File: config.mk
export PLATFORM = sky130hd
export DESIGN_NAME = pwm_out_gen
export DESIGN_NICKNAME = d
export VERILOG_FILES = /design/src/rtl/pwm_pkg.sv /design/src/rtl/pwm_slew_step.sv /design/src/rtl/pwm_out_gen.sv
export SDC_FILE = /design/constraint.sdc
export NUM_CORES = 1
export LEC_CHECK = 0
export BUFFER_PORTS_ARGS = -buffer_cell sky130_fd_sc_hd__buf_2
export CORE_AREA = 2 2 136 125
export CTS_BUF_LIST = sky130_fd_sc_hd__clkbuf_4
export DETAILED_ROUTE_END_ITERATION = 12
export DIE_AREA = 0 0 138 127
export HOLD_SLACK_MARGIN = 0.05
export PLACE_DENSITY = 0.6
export SYNTH_ARGS = -nofsm -noshare
export SYNTH_HDL_FRONTEND = slang
export SYNTH_SLANG_ARGS = --single-unit
export TNS_END_PERCENT = 50
File: constraint.sdc
create_clock -name clk -period 22.4 [get_ports clk]
set_input_delay 4.48 -clock clk [delete_from_list [all_inputs] [get_ports clk]]
set_output_delay 4.48 -clock clk [all_outputs]
set_load 0.02 [all_outputs]
File: src/rtl/pwm_pkg.sv
// Shared types and the duty clamp for the PWM output stage.
package pwm_pkg;

  localparam int DUTY_W = 16;

  typedef enum logic [1:0] {
    OFF  = 2'd0,
    RUN  = 2'd1,
    STOP = 2'd2
  } pwm_state_t;

  typedef struct packed {
    logic [DUTY_W-1:0] duty;
    logic              sat;
  } clamp_t;

  // Limit to [min_v, max_v] first, then to the physically possible 0..period.
  // The sat flag records whether either step changed the value, even if the
  // second step happens to land back on the original request.
  function automatic clamp_t clamp_duty(
    input logic signed [DUTY_W-1:0] val,
    input logic signed [DUTY_W-1:0] min_v,
    input logic signed [DUTY_W-1:0] max_v,
    input logic        [DUTY_W-1:0] period
  );
    logic signed [DUTY_W:0] v, lo, hi, p, t;
    logic                   s;
    clamp_t                 r;
    v  = {val[DUTY_W-1], val};
    lo = {min_v[DUTY_W-1], min_v};
    hi = {max_v[DUTY_W-1], max_v};
    p  = {1'b0, period};
    s  = 1'b0;
    if (v < lo) begin
      t = lo;
      s = 1'b1;
    end else if (v > hi) begin
      t = hi;
      s = 1'b1;
    end else begin
      t = v;
    end
    if (t < 17'sd0) begin
      t = 17'sd0;
      s = 1'b1;
    end else if (t > p) begin
      t = p;
      s = 1'b1;
    end
    r.duty = t[DUTY_W-1:0];
    r.sat  = s;
    return r;
  endfunction

endpackage

File: src/rtl/pwm_slew_step.sv
// One slew-limited step of a duty value toward its target; step 0 jumps directly.
module pwm_slew_step
  import pwm_pkg::*;
(
  input  logic [DUTY_W-1:0] cur,
  input  logic [DUTY_W-1:0] target,
  input  logic [DUTY_W-1:0] step,
  output logic [DUTY_W-1:0] duty_next
);

  // Move at most one step toward the target; both operands are unsigned duties.
  always_comb begin
    duty_next = target;
    if (step != '0) begin
      if (target > cur) begin
        if ((target - cur) > step) duty_next = cur + step;
      end else begin
        if ((cur - target) > step) duty_next = cur - step;
      end
    end
  end

endmodule

File: src/rtl/pwm_out_gen.sv
// PWM waveform generator: samples the requested duty once per period,
// clamps and slew-limits it, and stops only at a period boundary.
//
// state | meaning
// OFF   | idle, counter held at 0, output low
// RUN   | counting, duty sampled at each boundary
// STOP  | en dropped, finishing the current period before OFF
module pwm_out_gen
  import pwm_pkg::*;
#(
  parameter int PERIOD    = 1000,
  parameter int SLEW_STEP = 8
) (
  input  logic                     clk,
  input  logic                     rst,
  input  logic                     en,
  input  logic signed [DUTY_W-1:0] pwm_val,
  input  logic signed [DUTY_W-1:0] pwm_min,
  input  logic signed [DUTY_W-1:0] pwm_max,
  output logic                     pwm_o,
  output logic                     period_start,
  output logic        [DUTY_W-1:0] duty_applied,
  output logic                     sat
);

  localparam logic [DUTY_W-1:0] PERIOD_C = DUTY_W'(PERIOD);
  localparam logic [DUTY_W-1:0] LAST_C   = DUTY_W'(PERIOD - 1);
  localparam logic [DUTY_W-1:0] STEP_C   = DUTY_W'(SLEW_STEP);

  pwm_state_t        state;
  logic [DUTY_W-1:0] cnt;
  logic              last;
  clamp_t            clamp_res;
  logic [DUTY_W-1:0] duty_next;

  // Clamp the live request; it is only committed at a RUN boundary.
  always_comb begin
    last      = (cnt == LAST_C);
    clamp_res = clamp_duty(pwm_val, pwm_min, pwm_max, PERIOD_C);
  end

  pwm_slew_step u_slew (
    .cur       (duty_applied),
    .target    (clamp_res.duty),
    .step      (STEP_C),
    .duty_next (duty_next)
  );

  // Sequencer, period counter, duty/sat update and registered outputs.
  always_ff @(posedge clk) begin
    if (rst) begin
      state        <= OFF;
      cnt          <= '0;
      duty_applied <= '0;
      sat          <= 1'b0;
      pwm_o        <= 1'b0;
      period_start <= 1'b0;
    end else begin
      pwm_o        <= (state != OFF) && (cnt < duty_applied);
      period_start <= (state != OFF) && (cnt == '0);
      case (state)
        OFF: begin
          cnt <= '0;
          if (en) state <= RUN;
        end
        RUN: begin
          cnt <= last ? '0 : cnt + 16'd1;
          if (last) begin
            duty_applied <= duty_next;
            sat          <= clamp_res.sat;
          end
          if (!en) state <= STOP;
        end
        STOP: begin
          cnt <= last ? '0 : cnt + 16'd1;
          if (en) begin
            state <= RUN;
          end else if (last) begin
            state        <= OFF;
            duty_applied <= '0;
          end
        end
        default: begin
          state <= OFF;
          cnt   <= '0;
        end
      endcase
    end
  end

endmodule

==> impl_results.md <==
- Die ar.: 17500 um^2
- Ant diodes: 0
- Dominant synthesized flop cell: dfxtp_1
- CP peak stage delay: 0.75 ns
- Tot GR Track Use: around 18%
- Main area contributors after synthesis: ha_1 19%, dfxtp_1 13%, inv_1 5.0%, a21oi_1 4.2%, nor2_1 4.0%
- Die Width: 138 um
- Worst min path class: reg -> reg
- PortBufs: just under 70
- IO Pins: 70
- Setup Fix Bufs, Post-CTS: 0
- Top Metal Used: met4
- Status: complete, no violations
- CTS Buf Count: 5
- Slew Viols, Final: 0
- Req. time, crit path: 22.68 ns
- Fillers: 1717
- M1 WL: between 7000 and 8000 um
- Met2 WL post-DR: about 7300 um
- Final nets: 935
- Max_cap viols: 0
- Row count: 44
- Critical path's top delay family: simple AND/OR/NAND/NOR gates
- Area leader, netlist: ha_1
- Number of global-route vias before repair: ~5200
- Die Ht: 127 um
- # hold bufs at CTS: 0
- CP max-delay cell: mux2i_1
- Post-cts resize count: 0
- Initial Util: between 30 and 40%
- Crit start category: primary input
- Vias/cell: 5.55
- FMAX: around 86 MHz
- Critical setup path kind: in -> reg
- CTS HTree Levels: 2
- Clock Pin Slew Worst Setup and Hold Paths: 0.13 ns
- Initial antenna violation count: 0
- Total gr overflow: 0
- Final hold viol count: 0
- Synth Register Bits: 37
- Area growth syn-to-layout: 10.6%
- Post-Route WL: 16100 um
- Hpwl dp: 13100 um
- Share of layout cells above drive strength 1: 12.3%
- Maximum vdd drop: roughly 42 uV
- Final instance area: around 6100 um^2
- Antenna viol nets, final: 0
- Met3 routed WL: 677 um
- Commonest cells after routing, fill and taps aside: 82 x ha_1, 74 x inv_1, 69 x buf_2
- Tightest Pin Transition: between 0.8 and 0.9 ns
- CTS tree: done
- Synth Cell Area: 5520 um^2
- Crit path time final: 11.64 ns
- Leading cell type in the layout, fill and taps excluded: ha_1
- Global placement routability congestion: 0.866
- Asr flop ratio synth: 0%
- DR vias: roughly 5600
- Crit path top cell by count: nand2_1
- Register area share after synthesis: 13.4%
- Crit end category: flop
- CP max FO: 22
- Setup tns final: 0 ns
- Cell variety after synth: 78
- CTS sink cnt: 37
- Yosys warns: 0
- Hold_ws: 0.494 ns
- Count of final setup violators: 0
- First-pass GRT wire length: 26600 um
- Avg Synthesized Cell Area: 7.40 um^2
- RSZ-0062 raised after global routing: false
- Synth top area share: a little under a fifth
- Area after DPL: 6020 um^2
- Max clock buf depth: 2
- Pleak: between 2 and 3 nW
- DR WL/cell: 15.9 um
- Crit path arrival time: 11.93 ns
- Area of the multi-input gates: 4400 um^2
- Mapped Cells: about 750
- Critical path buffers and inverters: 1
- Initial DRT Pass Iterations: 7
- Cell Pwr Density: roughly 43 nW/um^2
- Detailed-route DRC error count: 0
- Core footprint: about 16000 um^2
- CTS root buf: clkbuf_4
- Initial DRC count: 471
- Largest net degree at the start of global routing: 23
- Worst slew margin: approximately 43%
- Post-synth EDFFs: 0
- Clk_lat worst skew: 0.35 ns
- Final period utilization: approximately half
- Clock Skew: 0.0226 ns
- Reg area: 741 um^2
==> Yosys cell counts (all sizes together) (6+ instances only) <==
master and number:
ha 82, o31ai 7, nand4 17, o21bai 7, nand3 20, inv 74, nor2 59, nand2b 6
mux2i 11, nor3 22, a21o 23, or2 6, and3 7, or4 8, mux2 10, a21boi 6
or3 11, a31oi 12, xnor2 18, o21a 8, nor2b 8, xor2 19, and2 8, a21oi 47
o31a 6, clkbuf 20, dfxtp 37, nor4 11, o21ai 40, o211ai 7, a211oi 11, nand2 52
buf 8
==> stage by stage <==
step	power [mW]	setup WS (ns)	util, %	std cells
after detailed placement	0.213	10.61	37.7	1001
after CTS	0.261	10.94	38.2	1009
after floorplan	0.178	12.00	-	753
final	0.261	10.76	38.2	1009
after global routing	0.282	10.24	38.2	1009
after global placement	0.213	10.60	37.7	1001
==> area by class of cell <==
class | instances | area share, %
Clock buffer | 6 | 0.738
Sequential cell | 37 | 12.1
Timing Repair Buffer | 69 | 5.66
Tap cell | 207 | 4.24
Clock inverter | 2 | 0.554
Multi-Input combinational cell | 614 | 72.1
Inverter | 74 | 4.55
==> path summary, 6_finish.rpt <==
check                                startpoint          endpoint  slack, ns  cells after the start
worst max-delay path                pwm_val[15]  duty_applied[11]      10.76                     26
worst min-delay path                     cnt[0]            cnt[0]       0.49                      1
worst max register to register  duty_applied[9]   duty_applied[4]      17.89                     12
worst min register to register           cnt[0]            cnt[0]       0.49                      1
==> report_power, final <==
group / switching [mW] / internal [mW] / total [mW]
logic: 0.0861 / 0.0545 / 0.141
clock network: 0.0231 / 0.0245 / 0.0475
registers: 0.00367 / 0.0693 / 0.0730
total: 0.113 / 0.148 / 0.261
==> logic make-up (layout without fill, tap and decap cells) <==
group,Yosys count,in the layout,synth area share (%)
AND/OR/NAND/NOR,246,246,22.8
AO/OA/AOI/OAI,217,217,27.3
buffers and inverters,102,151,7.33
adder cells (fa/ha/maj),83,83,19.0
XOR/XNOR,37,37,5.87
flip-flops,37,37,13.4
multiplexers,21,21,4.17
other,2,10,0.136
==> registers in the layout, indices dropped and copies added, names as in the netlist <==
register	cells
cnt	16
duty_applied	16
state	2
period_start	1
pwm_o	1
sat	1
==> layer usage <==
| layer | up-vias | track usage [%] |
|---|---|---|
| met5 | - | 0 |
| met4 | 0 | 2.94 |
| met3 | 9 | 2.40 |
| met2 | 138 | 30.4 |
| met1 | 2621 | 25.3 |
| li1 | 2828 | - |
No activity file was read; power rests on OpenSTA's default activity.
